===== config.mk =====
export PLATFORM = sky130hd
export DESIGN_NAME = alu_2bit_resp
export DESIGN_NICKNAME = d
export VERILOG_FILES = /design/src/rtl/alu_pkg.sv /design/src/rtl/alu_resp_fifo.sv /design/src/rtl/alu_2bit_resp.sv
export SDC_FILE = /design/constraint.sdc
export NUM_CORES = 1
export LEC_CHECK = 0
export ABC_AREA = 1
export ABC_CLOCK_PERIOD_IN_PS = 3600
export CAP_MARGIN = 15
export CORE_UTILIZATION = 45
export DETAILED_ROUTE_END_ITERATION = 8
export PLACE_DENSITY = 0.73
export SYNTH_ARGS = -nofsm -noshare
export SYNTH_HDL_FRONTEND = slang
export SYNTH_SLANG_ARGS = --single-unit

===== constraint.sdc =====
create_clock -name clk -period 3.6 [get_ports clk]
set_input_delay 0.72 -clock clk [delete_from_list [all_inputs] [get_ports clk]]
set_output_delay 0.72 -clock clk [all_outputs]
set_load 0.05 [all_outputs]

===== src/rtl/alu_pkg.sv =====
// Shared opcode encodings and width helpers for the 2-bit ALU responder.
package alu_pkg;

    localparam logic [1:0] OP_ADD = 2'b00;
    localparam logic [1:0] OP_SUB = 2'b01;
    localparam logic [1:0] OP_AND = 2'b10;
    localparam logic [1:0] OP_OR  = 2'b11;

    localparam int ALU_WIDTH = 2;

    // Result carries one extra bit for carry/borrow.
    function automatic int res_width(input int w);
        return w + 1;
    endfunction

endpackage


===== src/rtl/alu_resp_fifo.sv =====
// Small synchronous FIFO holding ALU results; writes while full and reads while empty are dropped.
module alu_resp_fifo #(
    parameter int DW    = 3,
    parameter int DEPTH = 2,
    localparam int AW   = $clog2(DEPTH)
) (
    input  logic          clk,
    input  logic          rst,
    input  logic          push,
    input  logic          pop,
    input  logic [DW-1:0] wdata,
    output logic [DW-1:0] rdata,
    output logic          empty,
    output logic [AW:0]   count
);

    logic [DEPTH-1:0][DW-1:0] mem;
    logic [AW-1:0]            wptr, rptr;
    logic                     full, do_push, do_pop;

    assign full    = (count == (AW+1)'(DEPTH));
    assign empty   = (count == '0);
    assign do_push = push && !full;
    assign do_pop  = pop && !empty;
    assign rdata   = mem[rptr];

    // DEPTH is a power of two, so the pointers wrap by plain overflow.
    always_ff @(posedge clk) begin
        if (rst) begin
            wptr  <= '0;
            rptr  <= '0;
            count <= '0;
        end else begin
            if (do_push) begin
                mem[wptr] <= wdata;
                wptr      <= wptr + AW'(1);
            end
            if (do_pop)
                rptr <= rptr + AW'(1);
            count <= count + (AW+1)'(do_push) - (AW+1)'(do_pop);
        end
    end

endmodule


===== src/rtl/alu_2bit_resp.sv =====
// ALU responder: accepts {a, b, sel} requests and returns in-order results through a FIFO.
// Optional ALU_2BIT_RESP_STATS_EN adds saturating response/carry counters.
module alu_2bit_resp
    import alu_pkg::*;
#(
    parameter int WIDTH = ALU_WIDTH,
    parameter int DEPTH = 2
) (
    input  logic             clk,
    input  logic             rst,
    input  logic             req_valid,
    output logic             req_ready,
    input  logic [WIDTH-1:0] req_a,
    input  logic [WIDTH-1:0] req_b,
    input  logic [1:0]       req_sel,
    output logic             rsp_valid,
    input  logic             rsp_ready,
    output logic [WIDTH:0]   rsp_result
`ifdef ALU_2BIT_RESP_STATS_EN
    ,
    output logic [15:0]      stat_ops,
    output logic [15:0]      stat_carry
`endif
);

    localparam int RW = res_width(WIDTH);
    localparam int AW = $clog2(DEPTH);

    logic [RW-1:0] ea, eb, alu_res, fifo_rdata;
    logic [AW:0]   count;
    logic          empty;

    assign ea = {1'b0, req_a};
    assign eb = {1'b0, req_b};

    // Subtraction wraps modulo 2^RW so the MSB reads as the borrow.
    always_comb begin
        alu_res = '0;
        case (req_sel)
            OP_ADD:  alu_res = ea + eb;
            OP_SUB:  alu_res = ea - eb;
            OP_AND:  alu_res = ea & eb;
            OP_OR:   alu_res = ea | eb;
            default: alu_res = '0;
        endcase
    end

    assign req_ready = (count != (AW+1)'(DEPTH));

    alu_resp_fifo #(
        .DW    (RW),
        .DEPTH (DEPTH)
    ) u_fifo (
        .clk   (clk),
        .rst   (rst),
        .push  (req_valid && req_ready),
        .pop   (rsp_ready),
        .wdata (alu_res),
        .rdata (fifo_rdata),
        .empty (empty),
        .count (count)
    );

    assign rsp_valid  = !empty;
    assign rsp_result = empty ? '0 : fifo_rdata;

`ifdef ALU_2BIT_RESP_STATS_EN
    always_ff @(posedge clk) begin
        if (rst) begin
            stat_ops   <= '0;
            stat_carry <= '0;
        end else if (rsp_valid && rsp_ready) begin
            if (stat_ops != 16'hFFFF)
                stat_ops <= stat_ops + 16'd1;
            if (rsp_result[RW-1] && stat_carry != 16'hFFFF)
                stat_carry <= stat_carry + 16'd1;
        end
    end
`endif

endmodule


== Word-level counts from Yosys, hierarchy flattened ==
Index checks and enable logic that the tools add are counted.

* Add/subtract/negate cells: 6
* Multipliers: 0
* Divide/modulo/power cells: 0
* Order comparisons: 3
* Equal/unequal tests: 5
* Shifts and indexed selects: 0
* Mux-type cells: 7
* Bitwise logic cells: 3
* Reductions and logical operators: 9

{| class="wikitable"
|+ Operators by type and width
! operator !! number
|-
| $mux 3 || 4
|-
| $pmux 3 s4 || 1
|-
| $bwmux 6 || 1
|-
| $eq 2x2->1 const B || 3
|-
| $logic_and 1x1->1 || 4
|-
| $logic_not 2->1 || 2
|-
| $lt 1x2->1 const B || 2
|-
| $add 2x2->3 || 1
|-
| $demux 3 s1 || 1
|-
| $sub 2x2->3 || 1
|-
| $add 1x1->1 const B || 2
|-
| $add 2x1->2 || 1
|-
| $and 2x2->2 || 1
|-
| $eq 2x1->1 const B || 1
|-
| $logic_not 1->1 || 2
|-
| $ne 2x2->1 const B || 1
|-
| $or 2x2->2 || 1
|-
| $reduce_and 2->1 || 1
|-
| $sub 2x1->2 || 1
|-
| $ge 1x1->1 const B || 1
|-
| $not 1->1 || 1
|}

* Flip-flop bits (word level): 10
* Bits in latches: 0
* Bits in writable memories: 0
* Bits in read-only memories: 0
* Input bits: 10
* Logic and storage cells: 38
* Memories kept: 0

== Longest topological paths before layout ==
Gate-level depths: netlist of run 1.

* Word-level depth: 5
* Depth in mapped cells: 10
* Gate-level depth less buffers: 10

== Modules after synthesis ==
A second synthesis of run 1 with hierarchy kept.

* Cell total of the unflattened synthesis: 91
* Area total of the unflattened synthesis: 695.7 um2

{| class="wikitable"
|+ Modules (own cells, without submodules)
! module !! times used !! cells each !! area an instance (um2) !! seq. area each (um2)
|-
| alu_resp_fifo || 1 || 45 || 459.2 || 260.2
|-
| alu_2bit_resp || 1 || 46 || 236.5 || 0.0
|}

== Least setup slack after synthesis of run 1 ==
Ideal clock, no wire load.

* Path kind: input port to flip-flop
* Start: input port req_b[0]
* End: register u_fifo.mem[1] in the netlist's numbering (data pin)
* Data arrival time: 1.761 ns
* Data required time: 3.331 ns
* Setup slack: 1.570 ns
* Stages on the path: 6
* Path buffers: 0
* Cells stage by stage: inv_1 ha_1 a21oi_1 fa_1 nand2_1 o21ai_0

* Longest elaborated chain between the ends: 3
* Elaborated cells between the ends (all ways): 4
* Those cells by class: add/sub: 2; mux: 2

{| class="wikitable"
|+ Ends and longest elaborated chain
! what !! RTL line !! text
|-
| from (decl) || alu_2bit_resp.sv:14 || <nowiki>input logic [WIDTH-1:0] req_b,</nowiki>
|-
| $sub 2x2->3 or $add 2x2->3 (tied branches) || alu_2bit_resp.sv:41, alu_2bit_resp.sv:40 ||
|-
| $pmux 3 s4 * || alu_2bit_resp.sv:39 || <nowiki>case (req_sel)</nowiki>
|-
| net alu_res[1] || alu_2bit_resp.sv:29 || <nowiki>logic [RW-1:0] ea, eb, alu_res, fifo_rdata;</nowiki>
|-
| $bwmux 6 * || alu_resp_fifo.sv:35 || <nowiki>mem[wptr] <= wdata;</nowiki>
|-
| to (signal, indexed assignment) || alu_resp_fifo.sv:35 ||
|-
| to (decl) || alu_resp_fifo.sv:17 || <nowiki>logic [DEPTH-1:0][DW-1:0] mem;</nowiki>
|}

Mark *: on every way through the listed nets, which the timed path passes. The rest lies on a longest branch.
A chain may end at the register's enable or synchronous reset.

== Final worst setup path of run 1 ==
* Start: register u_fifo.rptr
* End: output port rsp_result[0]

* Longest elaborated chain between the ends: 3

{| class="wikitable"
|+ Ends and longest elaborated chain
! what !! RTL line !! text
|-
| from (decl) || alu_resp_fifo.sv:18 || <nowiki>logic [AW-1:0] wptr, rptr;</nowiki>
|-
| from (signal assigned) || alu_resp_fifo.sv:39 || <nowiki>rptr <= rptr + AW'(1);</nowiki>
|-
| $mux 3 (not written as such) (2 in a row) || alu_resp_fifo.sv:25 || <nowiki>assign rdata = mem[rptr];</nowiki>
|-
| $mux 3 || alu_2bit_resp.sv:65 || <nowiki>assign rsp_result = empty ? '0 : fifo_rdata;</nowiki>
|-
| to (decl) || alu_2bit_resp.sv:18 || <nowiki>output logic [WIDTH:0] rsp_result</nowiki>
|}

No other way between the ends. The select of a mux whose other input is x is not followed.

==> results of run 1 <==
## worst reg2reg max path: stages (launching register included)
cell     delay, ns
dfxtp_1       0.35
nor2_2        0.20
nor2_2        0.06
ha_1          0.27
inv_1         0.04
ha_1          0.18
inv_1         0.05
nand2_1       0.06
a21oi_1       0.12
nor2_1        0.06
## kinds of logic (layout without fill, tap and decap cells)
kind of cell             count (synthesis)  after routing
AO/OA/AOI/OAI                           11             11
adder cells (fa/ha/maj)                  7              7
AND/OR/NAND/NOR                         36             36
buffers and inverters                   18             36
flip-flops                              10             10
## stage by stage
step,setup WS (ns),hold slack (ns)
floorplan,1.57,0.514
global placement,1.01,0.546
detailed placement,0.953,0.552
CTS,1.13,0.562
global route,1.01,0.585
finish,1.16,0.557
## final timing paths
check                    endpoint  cells past startpoint
setup / recovery    rsp_result[0]                      4
hold reg to reg       u_fifo.rptr                      2
hold / removal        u_fifo.rptr                      2
setup reg to reg  u_fifo.count[1]                      9
## registers in the layout (all words and copies together) (netlist names)
signal	flops
u_fifo.wptr	1
u_fifo.rptr	1
u_fifo.mem	6
u_fifo.count	2
## metal layers
layer  vias to the layer above  track usage (%)
met1                       241             14.6
met2                        14             28.7
met4                         0             12.9
li1                        290                -
met3                         0             3.41
met5                         -                0
## power breakdown
group          internal, mW  total [mW]  switching (mW)
clock                0.0428      0.0813          0.0385
combinational         0.100       0.291           0.191
sequential            0.147       0.165          0.0181
total                 0.290       0.538           0.248
## cells in the mapped netlist
cell | instances | area share, %
a21oi_1 | 7 | 5.5
dfxtp_1 | 4 | 13
o21ai_2 | 1 | 1.4
inv_2 | 1 | 0.59
ha_1 | 6 | 12
nor2_1 | 9 | 5.3
nand2_1 | 20 | 12
nand3_1 | 3 | 2.4
fa_1 | 1 | 3.2
nor3_2 | 1 | 1.6
nor2_2 | 2 | 2.0
o21ai_0 | 3 | 2.4
inv_1 | 17 | 10
nand2_2 | 1 | 0.99
edfxtp_1 | 6 | 28
## cell type report
type                    instances  area share (%)
repair buffers                 14            17.1
clock buffers                   4            3.21
well taps                      15            2.29
multi-input cells              54            37.4
inverters                      18            8.24
flip-flops and latches         10            31.8
==> results.txt, run 1 <==
- Nets: 118
- Synthesized area per cell: 7.74 µm²
- Kind of start point of the critical path: flip-flop
- Commonest non-fill, non-tap cells in the layout: nand2_1 (20), inv_1 (17), clkdlybuf4s50_1 (14), nor2_1 (9), a21oi_1 (7)
- The tool flagged a number of max-cap violations equal to 0.
- In this run the worst path has a maximum fanout of 6.
- For the worst setup path, the data arrival time is 1.72 ns.
- Power comes to 538 µW.
* Final hold violation count: 0
* Result of the run: finished, final reports clean
- Setup Buffers After CTS: 0
* Actual transition at the worst max-transition pin: 0.489 ns
- Measured along the x axis, the die boundary spans 39.5 µm.
* Total global routing track utilization: 15.8%
* Crit Reg-Reg Startpoint: u_fifo.count[1]
- Counting the fill cells in the layout gives 131.
- The first global-routing pass estimated 1.56 mm of wire.
- Number of antenna violations at the first check in global routing: 0
* Wire length on met2: 549 µm
- Kind of end point of the critical path: output port
* Most frequent standard cell in the layout excluding fill and tap cells: nand2_1
- Gp weighted congestion: 0.729
- Setup total negative slack on the finished layout was measured at 0 ns.
* Slowest Stage Delay on Critical Path: 0.81 ns
- Area occupied by multi-input gates: 307 µm²
* Clock tree sinks: 10
* Initial core utilization: 48.7%
* Count of inserted antenna diode cells: 0
* Worst ir drop on vdd: 0.319 mV
* Compound-Gate Fraction of Synth Area: 9.27%
- In the final layout, the share of cells above drive strength 1 is 9.00%.
- Clk buf depth: 2
- CTS built an H-tree with a depth of 1.
* Clock tree root buffer cell: clkbuf_4
- The number of clock buffers added by TritonCTS is 3.
* Syn Nets: 99
* Hold WC Path Type: reg -> reg
* Unrepaired setup endpoints after global routing: no
- Warnings from Yosys: 0
- Post-synth design cell area: 634 µm²
* Proportion of synthesized chip area in sequential cells: 41.0%
- From synthesis to final layout, the design area changed by 29.2%.
- The via count of the first global-routing pass is 444.
- F_max: 409 MHz
* Post-cts resize count: 0
- The count of pins over their slew limit is 0.
- The routed design uses 37 µm of met3 wire.
- 15 I/O pins were placed.
* Critical path's top delay family: buffers and inverters
* Hold path start: u_fifo.rptr
- TritonCTS built the clock tree.
- Register clock-pin slew on the reported worst setup and hold paths: 0.07 ns
- Maximum number of pins on one net before global-route repair: 7
- Across all register-to-register paths, the minimum setup slack is 2.11 ns.
- Post-detailed-route DRC marker count: 0
* Fin util: 63.0%
- Remaining max-slew budget at the tightest pin: 67.3%
- Total leakage power: 0.386 nW
* Highest routed layer: met3
* Clock Latency Late Sink: 0.26 ns
- In this run the vertical extent of the chip is 39.5 µm.
* Final setup violation count: 0
- The placed instances occupy a cell area of 793 µm².
- The routed design has 996 µm of wire.
* Part of the cycle the worst path needs: 67.9%
- Post-layout min period: 2.44 ns
* Type of the worst setup path: reg -> out
* Number of register bits inferred by synthesis: 10
- By area, the combinational part of the netlist is dominated by simple AND/OR/NAND/NOR gates.
- The pre-antenna-repair detailed-routing pass consisted of 4 iterations.
- The number of placed instances, taps included, is 111.
* Detailed placer's ending HPWL: 833 µm
- Cells traversed along the worst timing path: inv_1, nand2_1, a21oi_1, clkdlybuf4s50_1
- Vias post-DR: 545
* CP Buf/Inv Count: 2
- The die covers 1560 µm².
* Post-route design area: 820 µm²
- Global routing finished with a remaining overflow of 0.
- Excluding fillers, the count of instances in the completed layout stands at 115.
* Master of the slowest instance on the critical path: clkdlybuf4s50_1
- For the worst setup path, the data required time is 2.88 ns.
- Synthesized-area fraction occupied by and/or/nand/nor cells: 24.1%
- Across the routed clock network, the largest skew measured is 0.00527 ns.
- Share of cell area taken by muxes after synthesis: 0%
- Once detail routing completed, the nets flagged for antenna violations numbered 0.
- Number of standard cells after synthesis: 82
- The floorplan has 13 rows.
- The most critical setup path has its startpoint at u_fifo.rptr.
- The first routing iteration left 7 violations.
* Post-synthesis adder-cell area fraction: 15.0%
- Routed length on met1: 409 µm
- Post-detailed-route wirelength per cell: 8.66 µm
- Distinct cells, synth: 15
- Register Area: 260 µm²
- Pwr per Cell Area: 656 nW/µm²
- Of the total synthesized cell area, the portion taken by XOR and XNOR cells is 0%.
- Using the TritonRoute via totals, the vias-per-cell ratio works out to 4.74.
- The region available for standard cell placement spans 1300 µm².
* Count of buffers inserted at the top-level ports: 14
- Number of buffers added to fix hold violations after cts: 0
Note: power is estimated with default switching activity, not from simulation.
==> run 2, diff against run 1 <==
--- a/config.mk
+++ b/config.mk
@@ -6,7 +6,7 @@
 export NUM_CORES = 1
 export LEC_CHECK = 0
 export ABC_AREA = 1
-export ABC_CLOCK_PERIOD_IN_PS = 3600
+export ABC_CLOCK_PERIOD_IN_PS = 2600
 export CAP_MARGIN = 15
 export CORE_UTILIZATION = 45
 export DETAILED_ROUTE_END_ITERATION = 8
==> constraint.sdc (replaced) <==
create_clock -name clk -period 2.6 [get_ports clk]
set_input_delay 0.52 -clock clk [delete_from_list [all_inputs] [get_ports clk]]
set_output_delay 0.52 -clock clk [all_outputs]
set_load 0.05 [all_outputs]
==> results.txt, run 2 (synthesis gave the netlist of run 1 again) <==
- The count of buffering cells on the critical path with inverters included was 1 (-1).
* Unrepaired setup endpoints after global routing: no
- Nets: 118 (unchanged)
- H-Tree Depth: 1 (unchanged)
- Final setup violation count: 0 (unchanged)
- The area of the multi-input gates was 307 µm² (unchanged).
* Total power consumption of the routed design: 747 µW (+39%)
- The fraction of power spent switching nets came to 46.1% (+0.087 points).
- Final hold violation count: 0 (unchanged)
- STA classifies the critical path startpoint as a flip-flop.
* Maximum net fanout on the critical path: 6 (unchanged)
* GRT overflow: 0 (unchanged)
- The worst-case headroom to the max-slew limit was 67.3% (about the same).
* Clock network power share: 14.8% (-0.3 points)
- Registers with the most flip-flops: u_fifo.mem (6), u_fifo.count (2)
- Hold WC Path Type: reg -> reg
- Non-filler cells in the finished layout: 115 (unchanged)
* Post-detailed-route DRC marker count: 0 (unchanged)
- The final weighted congestion of routability-driven global placement came to 0.731 (+0.27%).
* Total leakage power: 0.386 nW (unchanged)
- Fin util: 63.0% (unchanged)
- The wire length of the first global-routing pass is 1.62 mm (+4.0%).
- Switching power summed over all nets: 345 µW (+39%)
- Crit path launch: u_fifo.rptr
- The half-perimeter wire length after placement came to 849 µm (+2.0%).
- The top cell types in the final layout, fill and taps aside, are nand2_1 (20), inv_1 (17), clkdlybuf4s50_1 (14), nor2_1 (9), a21oi_1 (7).
- Count of antenna-violating nets left after detailed routing: 0 (unchanged)
- The worst hold path begins at u_fifo.rptr.
* Count of buffers inserted at the top-level ports: 14 (unchanged)
* Clock Latency Late Sink: 0.26 ns (about the same)
* Vias post-DR: 568 (+4.2%)
- The clock slew seen by the registers of the worst setup and hold paths came to 0.07 ns (about the same).
* Actual transition at the worst max-transition pin: 0.490 ns (+0.000329 ns)
* Data arrival, critical path: 1.71 ns (about the same)
- Die span in y: 39.5 µm (unchanged)
* Kind of end point of the critical path: output port
- Cells traversed along the worst timing path: nand2_1, a21oi_1, clkdlybuf4s50_1
- Worst slack at placement: 0.155 ns (-0.799 ns)
* Post-detailed-route wirelength per cell: 9.10 µm (+5.0%)
- Clk buf depth: 2 (unchanged)
- The cell area reported after detailed placement came to 793 µm² (unchanged).
* Final Skew: 0.00588 ns (+0.000608 ns)
* Met1 demand-to-capacity share in global routing: 13.9% (-0.71 points)
- F_max: 448 MHz
* Number of antenna violations at the first check in global routing: 0 (unchanged)
- Post-layout min period: 2.23 ns
- Register Area: 260 µm² (unchanged)
* Setup slack of the critical path after layout: 0.370 ns (-0.786 ns)
- The met2 usage in global routing is 31.6% (+2.9 points).
- The first-pass iteration count of the detailed router was 4 (unchanged).
- Largest register by flop count: u_fifo.mem
* Critical path's top delay family: buffers and inverters
* Setup_tns: 0 ns (unchanged)
* Pwr per Cell Area: 911 nW/µm² (+39%)
- Count of inserted antenna diode cells: 0 (unchanged)
- Clock tree from TritonCTS: done
* Count of maximum capacitance violations: 0 (unchanged)
- The cell sitting at the root of the clock tree is a clkbuf_4.
* Number of clock buffers inserted by TritonCTS: 3 (unchanged)
- The sequential power share came to 30.7% (about the same).
- Combinational share of power: 54.5% (+0.3 points)
* Worst ir drop on vdd: 0.354 mV (+11%)
- The library cell used most frequently in the layout, excluding fill and tap cells, is nand2_1.
- Filler Cell Count: 134 (+2.3%)
- The number of clock sinks was 10 (unchanged).
- The quantity of hold-fixing buffers added after cts is 0 (unchanged).
- Via count of the first global-routing pass: 477 (+7.4%)
- The number of flip-flops under the largest register name came to 6 (unchanged).
- In this run the critical register-to-register path is launched from u_fifo.count[1].
* Result of the run: finished, final reports clean
* Master of the slowest instance on the critical path: clkdlybuf4s50_1
- Final wirelength: 1.05 mm (+5.0%)
- Area Overhead vs Synth: 29.2% (unchanged)
- Via count normalized by instance count: 4.94 (+4.2%)
* Part of the cycle the worst path needs: 85.8%
* Ports placed on the boundary: 15 (unchanged)
- Internal portion of total power: 402 µW (+39%)
* GRT met3 Usage: 3.41% (unchanged)
* Post-cts resize count: 0 (unchanged)
* Final hold slack: 0.556 ns (-0.00143 ns)
* Max-slew violation count: 0 (unchanged)
- Type of the worst setup path: reg -> out
* Area of the die: 1560 µm² (unchanged)
- Initial core utilization: 48.7% (unchanged)
- The post-CTS setup buffer count is 0 (unchanged).
- The count of placed standard cells including taps is 111 (unchanged).
- Fraction of layout instances using a drive strength above 1: 9.00% (unchanged)
- The overall fraction of global-route tracks in use is 16.4% (+0.60 points).
- Core Rows: 13 (unchanged)
- In this run the most used layer during global routing was met2.
* Maximum number of pins on one net before global-route repair: 7 (unchanged)
- Starting DRC count in detailed routing: 7 (unchanged)
* Slowest Stage Delay on Critical Path: 0.81 ns (about the same)
- The width of the chip was 39.5 µm (unchanged).
* Floorplan Core Area: 1300 µm² (unchanged)
- Post-route design area: 820 µm² (unchanged)
- The required time of the critical path was 2.08 ns (-0.80 ns).
run 2: cell counts in the layout (fill, tap and decap cells not counted):
Identical to the previous run, type by type.
run 2: worst paths after layout:
check,to,slack [ns],cells after the start
max reg2reg,u_fifo.count[1],1.11,9
min,u_fifo.rptr,0.56,2
min reg2reg,u_fifo.rptr,0.56,2
max,rsp_result[0],0.37,3
run 2: layout make-up:
cell class | instances | share of cell area (%)
clock buffer | 4 | 3.21
inverter | 18 | 8.24
multi-input combinational | 54 | 37.4
sequential | 10 | 31.8
tap | 15 | 2.29
timing repair buffer | 14 | 17.1
run 2: layer usage:
| layer | part of all wire, % | vias up |
|---|---|---|
| met5 | 0 | - |
| met4 | 2.0 | 0 |
| met3 | 3.8 | 4 |
| met2 | 55 | 17 |
| met1 | 39 | 256 |
| li1 | - | 291 |
run 2: worst reg2reg max path, cell delays in order (launching register included):
cell	delay (ns)
dfxtp_1	0.35
nor2_2	0.20
nor2_2	0.06
ha_1	0.27
inv_1	0.04
ha_1	0.18
inv_1	0.05
nand2_1	0.06
a21oi_1	0.12
nor2_1	0.06
run 2: power groups by stage:
stage	clock network [mW]	logic, mW	registers (mW)
floorplan	0	0.293	0.225
global route	0.121	0.449	0.233
global placement	0	0.401	0.230
CTS	0.116	0.413	0.230
finish	0.111	0.407	0.230
detailed placement	0	0.407	0.233
==> run 3, diff against run 2 <==
--- a/config.mk
+++ b/config.mk
@@ -6,8 +6,9 @@
 export NUM_CORES = 1
 export LEC_CHECK = 0
 export ABC_AREA = 1
-export ABC_CLOCK_PERIOD_IN_PS = 2600
+export ABC_CLOCK_PERIOD_IN_PS = 2270
 export CAP_MARGIN = 15
+export CORE_MARGIN = 2
 export CORE_UTILIZATION = 45
 export DETAILED_ROUTE_END_ITERATION = 8
 export PLACE_DENSITY = 0.73
==> constraint.sdc (replaced) <==
create_clock -name clk -period 2.27 [get_ports clk]
set_input_delay 0.454 -clock clk [delete_from_list [all_inputs] [get_ports clk]]
set_output_delay 0.454 -clock clk [all_outputs]
set_load 0.05 [all_outputs]
==> results.txt, run 3 (synthesis gave the netlist of run 1 again) <==
- Result of the run: finished, final reports clean
* Worst ir drop on vdd: 0.473 mV (+34%)
* Total power consumption of the routed design: 858 µW (+15%)
* Die Span X: 41.5 µm (+5.1%)
* Post-detailed-route wirelength per cell: 9.32 µm (+2.4%)
* Commonest non-fill, non-tap cells in the layout: nand2_1 (20), inv_1 (17), clkdlybuf4s50_1 (12), nor2_1 (9), a21oi_1 (7)
* Most frequent standard cell in the layout excluding fill and tap cells: nand2_1
- F_max: 460 MHz
* Core Rows: 13 (unchanged)
* Clock tree sinks: 10 (unchanged)
* Max-slew violation count: 0 (unchanged)
- Slowest Stage Delay on Critical Path: 0.81 ns (about the same)
- The number of H-tree levels is 1 (unchanged).
* Count of maximum capacitance violations: 0 (unchanged)
* Floorplan Core Area: 1300 µm² (unchanged)
* Unrepaired setup endpoints after global routing: no
* Register clock-pin slew on the reported worst setup and hold paths: 0.07 ns (about the same)
- Count of inserted antenna diode cells: 0 (unchanged)
* Gp weighted congestion: 0.733 (+0.26%)
* First-pass GRT wire length: 2.00 mm (+23%)
* Clock Latency Late Sink: 0.26 ns (about the same)
- The final-report setup violation count was 0 (unchanged).
- The count of buffering cells on the critical path with inverters included is 2 (+1).
- The via count of the first global-routing pass came to 558 (+17%).
- Number of clock buffers inserted by TritonCTS: 3 (unchanged)
- WP data required: 1.82 ns (-0.26 ns)
- The worst hold path belongs to the class reg -> reg.
- The number of nets at the end of the flow was 123 (+4.2%).
* Count of buffers inserted at the top-level ports: 14 (unchanged)
- Final hold violation count: 0 (unchanged)
- Counting flops per register, the top entry is u_fifo.mem.
- Detailed placer's ending HPWL: 950 µm (+12%)
- The post-detailed-route DRC marker count came to 0 (unchanged).
* GRT overflow: 0 (unchanged)
* Actual transition at the worst max-transition pin: 0.504 ns (+0.0142 ns)
* Type of the worst setup path: reg -> out
* Clock tree root buffer cell: clkbuf_4
- The final critical path takes up 95.7% of the cycle.
* Pwr per Cell Area: 995 nW/µm² (+9.2%)
- Number of buffers added to fix hold violations after cts: 0 (unchanged)
* Final hold slack: 0.559 ns (+0.00350 ns)
* Cells traversed along the worst timing path: inv_1, nand2_1, a21oi_1, clkdlybuf4s50_1
* Kind of start point of the critical path: flip-flop
- The fraction of layout instances using a drive strength above 1 was 13.3% (+4.3 points).
- STA classifies the critical path endpoint as an output port.
* Setup_tns: 0 ns (unchanged)
- The first-pass iteration count of the detailed router is 2 (-2).
- The final worst-path setup slack came to 0.0972 ns (-0.272 ns).
- The violation count after the first detailed-route iteration was 8 (+1).
- For this design, the slowest cell found on the critical path is clkdlybuf4s50_1.
* Final Skew: 0.00473 ns (-0.00115 ns)
* Count of antenna-violating nets left after detailed routing: 0 (unchanged)
- Subtracting the final worst setup slack from the clock period gives 2.17 ns.
* Clk buf depth: 2 (unchanged)
* Worst slack at placement: -0.0828 ns (-0.238 ns)
- Vias post-DR: 575 (+1.2%)
* Fin util: 66.3% (+3.3 points)
- Area Overhead vs Synth: 35.9%
- The number of antenna violations at the first check in global routing is 0 (unchanged).
- Via count normalized by instance count: 4.79 (-3.0%)
* Total global routing track utilization: 15.3% (-1.1 points)
- Filler Cell Count: 124 (-7.5%)
- Remaining max-slew budget at the tightest pin: 66.4% (-0.90 points)
- TritonCTS built the clock tree.
- The top-level port count came to 15 (unchanged).
* Maximum number of pins on one net before global-route repair: 7 (unchanged)
- The total die area came to 1730 µm² (+10%).
- Die span in y: 41.5 µm (+5.1%)
* Maximum net fanout on the critical path: 6 (unchanged)
- Registers with the most flip-flops: u_fifo.mem (6), u_fifo.count (2)
- On the critical path the largest part of the delay comes from buffers and inverters.
* Data arrival, critical path: 1.72 ns (about the same)
* Max FFs per register: 6 (unchanged)
- The initial cell density of the core is 48.7% (unchanged).
- Final wirelength: 1.12 mm (+6.9%)
- The leakage power summed over all cells was 0.441 nW (+14%).
==> run 3: path summary, 6_finish.rpt <==
check                                       end             from  depth (start not counted)  slack (ns)
worst max-delay path              rsp_result[1]      u_fifo.rptr                          4         0.1
worst min-delay path                u_fifo.rptr      u_fifo.rptr                          2        0.56
worst max register to register  u_fifo.count[1]  u_fifo.count[1]                          9        0.80
worst min register to register      u_fifo.rptr      u_fifo.rptr                          2        0.56
==> run 3: routing by layer <==
metal | share of wire (%) | track usage [%] | up-vias
met2 | 56 | 28.1 | 12
li1 | - | - | 300
met1 | 39 | 14.7 | 261
met4 | 1.1 | 11.0 | 0
met5 | 0 | 0 | -
met3 | 3.7 | 3.04 | 2
==> run 3: metrics by stage <==
| step | cell area (µm²) | cells |
|---|---|---|
| after floorplan | 634 | 82 |
| after global placement | 831 | 116 |
| after detailed placement | 831 | 116 |
| after CTS | 857 | 120 |
| after global routing | 862 | 120 |
| final | 862 | 120 |
==> run 3: report_power, final <==
| part | leakage (nW) | internal, mW | total (mW) | switching (mW) |
|---|---|---|---|---|
| logic | 0.337 | 0.163 | 0.471 | 0.308 |
| registers | 0.0886 | 0.233 | 0.260 | 0.0276 |
| clock network | 0.0150 | 0.0678 | 0.126 | 0.0582 |
==> run 3: area by class of cell <==
| cell class | count | area [µm²] | share of cell area (%) |
|---|---|---|---|
| Multi-Input combinational cell | 54 | 307 | 35.6 |
| Sequential cell | 10 | 260 | 30.2 |
| Timing Repair Buffer | 19 | 183 | 21.2 |
| Inverter | 18 | 67.6 | 7.84 |
| Clock buffer | 4 | 26.3 | 3.05 |
| Tap cell | 15 | 18.8 | 2.18 |
==> run 3: worst reg2reg max path: stages (launching register included) <==
cell	delay, ns
dfxtp_1	0.35
nor2_2	0.19
nor2_2	0.06
ha_1	0.27
inv_1	0.04
ha_1	0.18
inv_1	0.06
nand2_1	0.06
a21oi_1	0.11
nor2_1	0.05
==> run 3: timing repair <==
item                       4_1_cts  5_1_grt
setup endpoints to repair        0        2
resized for setup                0        2
buffers inserted                 0        0
